$ cat src/rtl/mips_debug_ctrl.sv
// ---------------------------------------------------------------------------
// mips_debug_ctrl
// Debug sequencer between a byte-stream host link and the MIPS pipeline.
//   'L' : pulse pipeline reset, then load little-endian words into imem
//         until a HALT word (0) is stored or MAX_INSTR words are written.
//   'C' : run the pipeline until it reports HALT, then dump state.
//   'S' : run the pipeline for one cycle, then dump state.
// The dump is PC followed by registers 0..N_REGS-1, 4 bytes each, LSB first.
//
// Ports
//   i_clk, i_reset            clock, asynchronous active-low reset
//   i_rx_data/i_rx_valid      host byte in (one-cycle strobe)
//   o_tx_data/o_tx_valid      host byte out, held until i_tx_ready
//   o_write/o_address/
//   o_instruction             imem write port
//   o_pipe_reset, o_enable    pipeline reset pulse and clock enable
//   i_halt, i_pc              pipeline status
//   o_reg_addr/i_reg_data     debug register-read port (1-cycle latency)
//   o_busy                    high whenever the sequencer is not idle
// ---------------------------------------------------------------------------
module mips_debug_ctrl #(
    parameter int                NB_DATA   = 32,
    parameter int                NB_ADDR   = 32,
    parameter int                NB_REG    = 5,
    parameter int                NB_BYTE   = 8,
    parameter int                N_REGS    = 32,
    parameter int                MAX_INSTR = 256,
    parameter logic [NB_BYTE-1:0] CMD_LOAD = 8'h4C,
    parameter logic [NB_BYTE-1:0] CMD_RUN  = 8'h43,
    parameter logic [NB_BYTE-1:0] CMD_STEP = 8'h53
) (
    input  logic               i_clk,
    input  logic               i_reset,
    input  logic [NB_BYTE-1:0] i_rx_data,
    input  logic               i_rx_valid,
    output logic [NB_BYTE-1:0] o_tx_data,
    output logic               o_tx_valid,
    input  logic               i_tx_ready,
    output logic               o_write,
    output logic [NB_ADDR-1:0] o_address,
    output logic [NB_DATA-1:0] o_instruction,
    output logic               o_pipe_reset,
    output logic               o_enable,
    input  logic               i_halt,
    input  logic [NB_ADDR-1:0] i_pc,
    output logic [NB_REG-1:0]  o_reg_addr,
    input  logic [NB_DATA-1:0] i_reg_data,
    output logic               o_busy
);

    localparam int NB_WCNT = $clog2(MAX_INSTR + 1);
    localparam int NB_RIDX = $clog2(N_REGS + 1);
    localparam logic [NB_WCNT-1:0] LAST_WORD = NB_WCNT'(MAX_INSTR - 1);
    localparam logic [NB_RIDX-1:0] REG_END   = NB_RIDX'(N_REGS);

    typedef enum logic [3:0] {
        S_IDLE, S_LOAD, S_WRITE, S_RUN, S_STEP,
        S_DUMP_PC, S_DUMP_SEND, S_DUMP_WAIT, S_DUMP_CAP
    } state_t;

    state_t r_state, w_state_next;

    // Registered outputs
    logic [NB_BYTE-1:0] r_tx_data;
    logic               r_tx_valid, r_write, r_pipe_reset, r_enable, r_busy;
    logic [NB_ADDR-1:0] r_address;
    logic [NB_DATA-1:0] r_instruction;
    logic [NB_REG-1:0]  r_reg_addr;

    // Datapath state
    logic [NB_ADDR-1:0] r_addr_cnt;
    logic [NB_WCNT-1:0] r_word_cnt;
    logic [1:0]         r_rx_cnt, r_tx_cnt;
    logic [NB_DATA-1:0] r_word, r_dump_word;
    logic [NB_RIDX-1:0] r_reg_idx;

    // Next values of the control outputs
    logic w_tx_valid_d, w_write_d, w_pipe_reset_d, w_enable_d, w_busy_d;

    logic w_idle_rx, w_cmd_load, w_cmd_run, w_cmd_step;
    logic w_tx_accept, w_tx_last, w_dump_done, w_load_done;
    logic w_rx_take, w_word_full;
    logic [NB_DATA-1:0] w_word;
    logic [1:0]         w_tx_sel;

    assign w_idle_rx   = (r_state == S_IDLE) && i_rx_valid;
    assign w_cmd_load  = w_idle_rx && (i_rx_data == CMD_LOAD);
    assign w_cmd_run   = w_idle_rx && (i_rx_data == CMD_RUN);
    assign w_cmd_step  = w_idle_rx && (i_rx_data == CMD_STEP);
    assign w_tx_accept = r_tx_valid && i_tx_ready;
    assign w_tx_last   = w_tx_accept && (r_tx_cnt == 2'd3);
    assign w_dump_done = (r_reg_idx == REG_END);
    // Evaluated during the write cycle, where r_instruction is the word being stored.
    assign w_load_done = (r_instruction == '0) || (r_word_cnt == LAST_WORD);
    // A byte landing in the write cycle starts the next word, unless the load ends here.
    assign w_rx_take   = i_rx_valid &&
                         ((r_state == S_LOAD) || ((r_state == S_WRITE) && !w_load_done));
    assign w_word_full = (r_state == S_LOAD) && i_rx_valid && (r_rx_cnt == 2'd3);
    assign w_word      = {i_rx_data, r_word[NB_DATA-NB_BYTE-1:0]};
    assign w_tx_sel    = r_tx_cnt + 2'd1;

    // State and control-output registers
    // NOTE: sequential state uses non-blocking assignments so every register
    // samples pre-edge values, independent of statement order.
    always_ff @(posedge i_clk or negedge i_reset) begin
        if (!i_reset) begin
            r_state      <= S_IDLE;
            r_tx_valid   <= 1'b0;
            r_write      <= 1'b0;
            r_pipe_reset <= 1'b0;
            r_enable     <= 1'b0;
            r_busy       <= 1'b0;
        end else begin
            r_state      <= w_state_next;
            r_tx_valid   <= w_tx_valid_d;
            r_write      <= w_write_d;
            r_pipe_reset <= w_pipe_reset_d;
            r_enable     <= w_enable_d;
            r_busy       <= w_busy_d;
        end
    end

    // Next-state logic
    // NOTE: the default assignment first keeps this block free of latches.
    always_comb begin
        w_state_next = r_state;
        case (r_state)
            S_IDLE: begin
                if (w_cmd_load)                   w_state_next = S_LOAD;
                else if (w_cmd_run || w_cmd_step) w_state_next = i_halt ? S_DUMP_PC :
                                                                 (w_cmd_run ? S_RUN : S_STEP);
            end
            S_LOAD:      if (w_word_full) w_state_next = S_WRITE;
            S_WRITE:     w_state_next = w_load_done ? S_IDLE : S_LOAD;
            S_RUN:       if (i_halt) w_state_next = S_DUMP_PC;
            S_STEP:      w_state_next = S_DUMP_PC;
            S_DUMP_PC:   w_state_next = S_DUMP_SEND;
            S_DUMP_SEND: if (w_tx_last) w_state_next = w_dump_done ? S_IDLE : S_DUMP_WAIT;
            S_DUMP_WAIT: w_state_next = S_DUMP_CAP;
            S_DUMP_CAP:  w_state_next = S_DUMP_SEND;
            default:     w_state_next = S_IDLE;
        endcase
    end

    // Control-output logic (values registered on the next edge)
    always_comb begin
        w_pipe_reset_d = w_cmd_load;
        w_write_d      = w_word_full;
        w_enable_d     = ((w_cmd_run || w_cmd_step) && !i_halt) ||
                         ((r_state == S_RUN) && !i_halt);
        w_busy_d       = (w_state_next != S_IDLE);
        case (r_state)
            S_DUMP_PC, S_DUMP_CAP: w_tx_valid_d = 1'b1;
            S_DUMP_SEND:           w_tx_valid_d = !w_tx_last;
            default:               w_tx_valid_d = 1'b0;
        endcase
    end

    // Load assembly, imem write port and dump serializer
    always_ff @(posedge i_clk or negedge i_reset) begin
        if (!i_reset) begin
            r_addr_cnt    <= '0;
            r_word_cnt    <= '0;
            r_rx_cnt      <= '0;
            r_word        <= '0;
            r_address     <= '0;
            r_instruction <= '0;
            r_tx_data     <= '0;
            r_tx_cnt      <= '0;
            r_dump_word   <= '0;
            r_reg_idx     <= '0;
            r_reg_addr    <= '0;
        end else begin
            if (w_cmd_load) begin
                r_addr_cnt <= '0;
                r_word_cnt <= '0;
                r_rx_cnt   <= '0;
            end
            if (w_rx_take) begin
                r_word[r_rx_cnt*NB_BYTE +: NB_BYTE] <= i_rx_data;
                r_rx_cnt <= r_rx_cnt + 2'd1;
            end
            if (w_word_full) begin
                r_instruction <= w_word;
                r_address     <= r_addr_cnt;
            end
            if (r_state == S_WRITE) begin
                r_addr_cnt <= r_addr_cnt + NB_ADDR'(4);
                r_word_cnt <= r_word_cnt + NB_WCNT'(1);
            end
            case (r_state)
                S_DUMP_PC: begin
                    r_dump_word <= NB_DATA'(i_pc);
                    r_tx_data   <= i_pc[NB_BYTE-1:0];
                    r_tx_cnt    <= '0;
                    r_reg_idx   <= '0;
                end
                S_DUMP_SEND: begin
                    if (w_tx_accept) begin
                        if (r_tx_cnt == 2'd3) begin
                            r_reg_addr <= r_reg_idx[NB_REG-1:0];
                        end else begin
                            // Next byte is presented the cycle after acceptance.
                            r_tx_cnt  <= w_tx_sel;
                            r_tx_data <= r_dump_word[w_tx_sel*NB_BYTE +: NB_BYTE];
                        end
                    end
                end
                S_DUMP_CAP: begin
                    r_dump_word <= i_reg_data;
                    r_tx_data   <= i_reg_data[NB_BYTE-1:0];
                    r_tx_cnt    <= '0;
                    r_reg_idx   <= r_reg_idx + NB_RIDX'(1);
                end
                default: ;
            endcase
        end
    end

    assign o_tx_data     = r_tx_data;
    assign o_tx_valid    = r_tx_valid;
    assign o_write       = r_write;
    assign o_address     = r_address;
    assign o_instruction = r_instruction;
    assign o_pipe_reset  = r_pipe_reset;
    assign o_enable      = r_enable;
    assign o_reg_addr    = r_reg_addr;
    assign o_busy        = r_busy;

endmodule

$ cat config.mk
export PLATFORM = sky130hd
export DESIGN_NAME = mips_debug_ctrl
export DESIGN_NICKNAME = d
export VERILOG_FILES = /design/src/rtl/mips_debug_ctrl.sv
export SDC_FILE = /design/constraint.sdc
export NUM_CORES = 1
export LEC_CHECK = 0
export CORE_ASPECT_RATIO = 1.2
export CORE_UTILIZATION = 57
export DETAILED_ROUTE_END_ITERATION = 10
export GPL_TIMING_DRIVEN = 0
export PLACE_DENSITY = 0.86
export SKIP_LAST_GASP = 1
export SYNTH_ARGS = -nofsm -noshare
export SYNTH_HDL_FRONTEND = slang
export SYNTH_SLANG_ARGS = --single-unit
$ cat constraint.sdc
create_clock -name i_clk -period 3.5 [get_ports i_clk]
set_clock_uncertainty 0.05 [all_clocks]
set_input_delay 0.7 -clock i_clk [delete_from_list [all_inputs] [get_ports i_clk]]
set_output_delay 0.7 -clock i_clk [all_outputs]
set_load 0.01 [all_outputs]
==> Yosys cells after proc, flatten, opt, wreduce, memory -nomap -nowiden <==
Cells that the tools add are included.
{ "op_classes": {"add_sub_neg": 6, "n_mul": 0, "n_div": 0, "magnitude_cmp": 0, "n_eq_ne": 17, "n_shift": 3, "mux": 26, "bitwise_logic": 0, "n_reduce_logical": 31} }
{ "op_table": {"columns": ["cell", "count"], "rows": [
  ["two-way mux 32 bit", 2],
  ["one-hot mux 32 bit (2 select lines)", 1],
  ["negator 5 -> 34 bit", 1],
  ["variable shift 8 x 34 -> 32 bit, first input constant", 1],
  ["variable part select 8 x 34 -> 32 bit", 1],
  ["adder 32 x 3 -> 32 bit, second input constant", 1],
  ["bitwise mux 32 bit", 1],
  ["zero test 32 bit", 1],
  ["one-hot mux 4 bit (8 select lines)", 1],
  ["variable part select 32 x 6 -> 8 bit", 1],
  ["equality test 8 x 7 -> 1 bit, second input constant", 3],
  ["one-hot mux 8 bit (3 select lines)", 1],
  ["two-way mux 4 bit", 5],
  ["two-way mux 9 bit", 2],
  ["equality test 4 x 3 -> 1 bit, second input constant", 4],
  ["two-way mux 8 bit", 2],
  ["logical AND 1 bit", 12],
  ["one-hot mux 6 bit (2 select lines)", 1],
  ["adder 9 x 1 -> 9 bit, second input constant", 1],
  ["equality test 9 x 8 -> 1 bit, second input constant", 1],
  ["two-way mux 3 bit", 3],
  ["AND reduction 3 bit", 3],
  ["equality test 4 x 2 -> 1 bit, second input constant", 2],
  ["two-way mux 2 bit", 4],
  ["17 further kinds", 28]
]} }
{ "word_totals": {"regBits": 201, "latchBits": 0, "ramBits": 0, "mem_bits_ro": 0, "input_bits": 77, "output_inout_bits": 82, "mem_count": 0} }

==> Logic depth before layout (Yosys ltp) <==
{ "logic_depth": {"word_depth": 9, "ltp_mapped": 8, "depth_no_buf": 8} }

==> Worst setup path before layout <==
No wires, ideal clock.
{ "synth_timing": {"path_type": "register to register", "start": "register r_word_cnt[0]", "end": "register r_rx_cnt[1]", "setup_time_ns": 0.125, "t_arrival_ns": 1.909, "slack_ns": 1.416, "stages_incl_launch_ff": 9, "n_path_buf": 0, "cell_sequence": "dfrtp_1 > ha_1 > and3_1 > and3_1 > ha_1 > nor2_4 > o21ai_4 > a21boi_2 > mux2_2"} }
{ "synth_between": {"elab_chain_len": 7, "word_cells_on_any_way": 8, "cone_classes": "eq/ne: 1; mux: 1; reduce/logical: 6"} }
{ "synth_lines": {"columns": ["item", "line_no", "rtl"], "rows": [
  ["start: declaration", "72", "logic [NB_WCNT-1:0] r_word_cnt;"],
  ["start signal: assignment", "189", "r_word_cnt <= r_word_cnt + NB_WCNT'(1);"],
  ["equality test 9 x 8 -> 1 bit (*)", "94", "assign w_load_done = (r_instruction == '0) || (r_word_cnt == LAST_WORD);"],
  ["logical OR 1 bit (*)", "94", null],
  ["zero test 1 bit (*)", "97", "((r_state == S_LOAD) || ((r_state == S_WRITE) && !w_load_done));"],
  ["logical AND 1 bit (*)", "97", null],
  ["logical OR 1 bit (*)", "97", null],
  ["logical AND 1 bit (*)", "96", "assign w_rx_take = i_rx_valid &&"],
  ["two-way mux 2 bit or nonzero test 2 bit (tied branches)", null, null],
  ["end signal: assignment", "181", "r_rx_cnt <= r_rx_cnt + 2'd1;"],
  ["end: declaration", "73", "logic [1:0] r_rx_cnt, r_tx_cnt;"]
]} }
Mark *: on every way between the ends. The rest lies on a longest branch, timed or not.
A chain may end at the register's enable or synchronous reset.

==> Worst setup path after layout <==
{ "layout_timing": {"start": "input i_rx_valid", "end": "register r_address[21], in the netlist o_address[21]"} }
{ "layout_between": {"elab_chain_len": 2} }
{ "layout_lines": {"columns": ["item", "line_no", "rtl"], "rows": [
  ["start: declaration", "35", "input logic i_rx_valid,"],
  ["logical AND 1 bit (2 in a row)", "98", "assign w_word_full = (r_state == S_LOAD) && i_rx_valid && (r_rx_cnt == 2'd3);"],
  ["end signal: assignment", "185", "r_address <= r_addr_cnt;"],
  ["end: declaration", "66", "logic [NB_ADDR-1:0] r_address;"]
]} }
No other way between the ends.

==> out/results.txt <==
number of iterations in the first detailed-routing pass - 5
total congestion overflow - 0
routed wire length - 21410 microns
placeable core region - 14960 sq um
Max Freq - 409.5 MHz
Avg Cell Area, Syn - 11.20 sq um
number of unique standard cell types used by synthesis - 56
Die X-Extent - 114.6 microns
number of placement rows - 49
dominant combinational cell family by area after synthesis - multiplexers
number of standard cells in the layout, taps in and fillers out - 1169
number of levels in the clock H-tree - 4
Crit Path Class - in -> reg
post-DP HPWL - 14640 microns
portion of total power attributed to sequential cells - 40.6%
Reg area - 4730 sq um
PwrDens - 815.9 nW/um^2
post-synthesis simple-gate area fraction - 14.69%
Post-CTS Hold Fix Bufs - 0
Synth area leaders - sky130_fd_sc_hd__dfrtp_1 54%, sky130_fd_sc_hd__mux2_2 8.8%, sky130_fd_sc_hd__mux2i_1 5.3%
summed negative setup slack over all endpoints - 0 ns
combinational power share - 35.8%
async set-or-reset flop fraction in the synthesized netlist - 100.0%
area of placed instances - 10530 sq um
setup repair after global routing missed its margin - no
number of pins exceeding their max-slew limit in the final report - 0
final design area excluding fillers - 11200 sq um
maximum number of pins on one net before global-route repair - 123
full die area - 15720 sq um
biggest area consumer among synthesized cells - sky130_fd_sc_hd__dfrtp_1
starting density of the core - 58.01%
initial antenna violation count - 0
Avg WL per Cell - 18.32 microns
kind of end point of the critical path - flip-flop
combined area of the multi-input logic cells - 3645 sq um
DRC errors left - 0
Reg2Reg Depth - 6
critical path data arrival time - 2.71 ns
first-pass GRT wire length - 34740 microns
number of synthesized flops with an enable pin - 0
area fraction in compound gates after synthesis - 9.025%
mux cell area share after synthesis - 16.21%
share of synthesized area occupied by flip-flops and latches - 54.50%
critical path peak fanout - 10
number of maximum-capacitance constraint violations - 0
Overall Global Routing Usage - 28.92%
Filler Cells Inserted - 1005
clock share of power - 23.6%
count of state elements after synthesis - 189
final count of negative-setup-slack endpoints - 0
transition time at the pin with the least slew margin - 1.055 ns
LEAKAGE - 4.753 nW
deepest clock path buffer count - 2
final worst-path cycle share - 69.77%
vias - 6740
number of CTS-inserted buffers - 17
weighted congestion at the end of routability-driven global placement - 0.8382
number of instances in the placed design - 1137
post-CTS setup buffer count - 0
count of instances resized after the clock tree is built - 0
root buf cell - sky130_fd_sc_hd__clkbuf_16
worst hold-check path type - in -> async
xor/xnor share of the synthesized area - 0.4037%
leading cell types in the layout, fill and taps excluded - 189 x sky130_fd_sc_hd__dfrtp_1, 155 x sky130_fd_sc_hd__clkdlybuf4s50_1, 121 x sky130_fd_sc_hd__nand2_1
number of warnings issued by yosys - 0
layout cell share with drive strength beyond 1 - 13.89%
quantity of I/O buffers inserted on ports - 156
boundary pin count - 159
vertical die dimension - 137.2 microns
final net count - 1040
Synth Instances - 775
nature of the critical path startpoint - primary input
proportion of total power due to net switching - 32.88%
count of nets left with antenna violations after detail routing - 0
adder and majority gate portion of the synthesized area - 1.586%
tightest slew margin relative to the limit - 29.52%
Internal Power - 0.006133 W
number of endpoints with negative hold slack in the final report - 0
via count of the first global-routing pass - 6841
violation count after the first detailed-routing iteration - 470
area growth from synthesis to final layout - 29.07%
Synth top area share - 54.50%
number of clock sinks - 189
VDD IR max - 0.4853 mV
result of the run - finished, final reports clean
Via density - 5.766
cell area after technology mapping - 8678 sq um
power spent charging and discharging nets - 0.003005 W
Req. time, crit path - 3.76 ns
clock slew seen by the registers of the worst setup and hold paths - 0.07 ns
final critical path time including I/O delays and setup - 2.442 ns
TritonCTS clock tree - yes
antenna cells - 0
clock latency of the later-clocked register in the worst-skew pair - 0.43 ns
Main synth FF type - sky130_fd_sc_hd__dfrtp_1
commonest non-fill, non-tap cell in the layout - sky130_fd_sc_hd__dfrtp_1
-- path summary, 6_finish.rpt --
kind	from	endpoint	slack [ns]
setup / recovery	i_rx_valid	o_address[21]	1.06
hold / removal	i_reset	r_dump_word[3]	0.16
setup reg to reg	r_state[0]	o_tx_data[6]	1.08
hold reg to reg	r_dump_word[15]	r_dump_word[15]	0.43
max in group asynchronous	i_reset	r_word[17]	2.26
min in group i_clk	r_dump_word[15]	r_dump_word[15]	0.43
-- cell families (layout without fill, tap and decap cells) --
group           count (synthesis)  in the layout
compound gates                119            119
xor+xnor                        4              4
fa+ha+maj                      11             11
buf+inv                        73            262
flops                         189            189
mux                           122            122
other cells                     1              2
simple gates                  256            256
-- state kept, by name (all words and copies together) (netlist names) --
| register | cells |
|---|---|
| o_pipe_reset | 1 |
| r_reg_idx | 6 |
| o_write | 1 |
| o_busy | 1 |
| o_tx_data | 8 |
| r_state | 4 |
| r_addr_cnt | 30 |
| r_rx_cnt | 2 |
| r_word_cnt | 9 |
| r_word | 24 |
| o_address | 30 |
| o_instruction | 32 |
| r_dump_word | 32 |
| o_enable | 1 |
| o_reg_addr | 5 |
| r_tx_cnt | 2 |
| o_tx_valid | 1 |
-- synthesized netlist by cell type, drive strengths merged (2+ instances only) --
master  count
nor3        6
and4b       2
nor2b       4
mux2i      46
a41oi       8
a21o        2
inv        35
nor3b       3
xor2        2
a22o        2
buf        15
o211ai      7
o21ai      59
nor4b       3
o31ai       7
nand4      18
o22ai       2
nor2       33
nand3b      2
nand2b      9
a31oi       4
clkbuf     22
nand2     121
nand3      27
xnor2       2
and3        9
a22oi      17
ha         11
nor4        9
a21oi       7
dfrtp     189
nor4bb      3
mux4        8
a21boi      2
mux2       68
-- critical path: stages --
cell and delay, ns:
sky130_fd_sc_hd__clkdlybuf4s50_1 0.52, sky130_fd_sc_hd__nand4_1 0.52, sky130_fd_sc_hd__clkbuf_1 0.55, sky130_fd_sc_hd__mux2_2 0.41
-- metrics by stage --
step / setup slack [ns] / utilization [%] / hold WS [ns] / total power (W)
global placement: -6.075 / 70.18 / 0.4047 / 0.006802
finish: 1.058 / 74.87 / 0.1615 / 0.009138
CTS: 1.069 / 74.87 / 0.1805 / 0.009172
floorplan: 1.416 / - / 0.3544 / 0.005456
detailed placement: 0.6134 / 70.40 / 0.4096 / 0.006954
global route: 0.8882 / 74.87 / 0.2036 / 0.009672
-- area by class of cell --
class,count,share of cell area (%)
plain buffers,37,1.542
clock inverters,11,1.776
flip-flops and latches,189,42.23
well taps,204,2.279
clock buffers,21,4.200
repair buffers,157,14.23
inverters,36,1.206
multi-input cells,514,32.54
-- layer usage --
layer	global-route usage, %	vias to the layer above	part of all wire, %
met5	0	-	0
met4	10.53	0	2.0
met3	6.067	36	7.0
met2	50.37	280	51
met1	35.54	3320	40
li1	-	3104	-
-- power groups by stage --
stage	clock [W]	combinational, W	sequential (W)
2_1_floorplan	0	0.00172	0.00373
3_3_place_gp	0	0.00312	0.00368
5_1_grt	0.00228	0.00359	0.00381
3_5_place_dp	0	0.00325	0.00371
4_1_cts	0.00218	0.00330	0.00369
6_report	0.00216	0.00327	0.00371
Power figures use the tool's default switching activity.
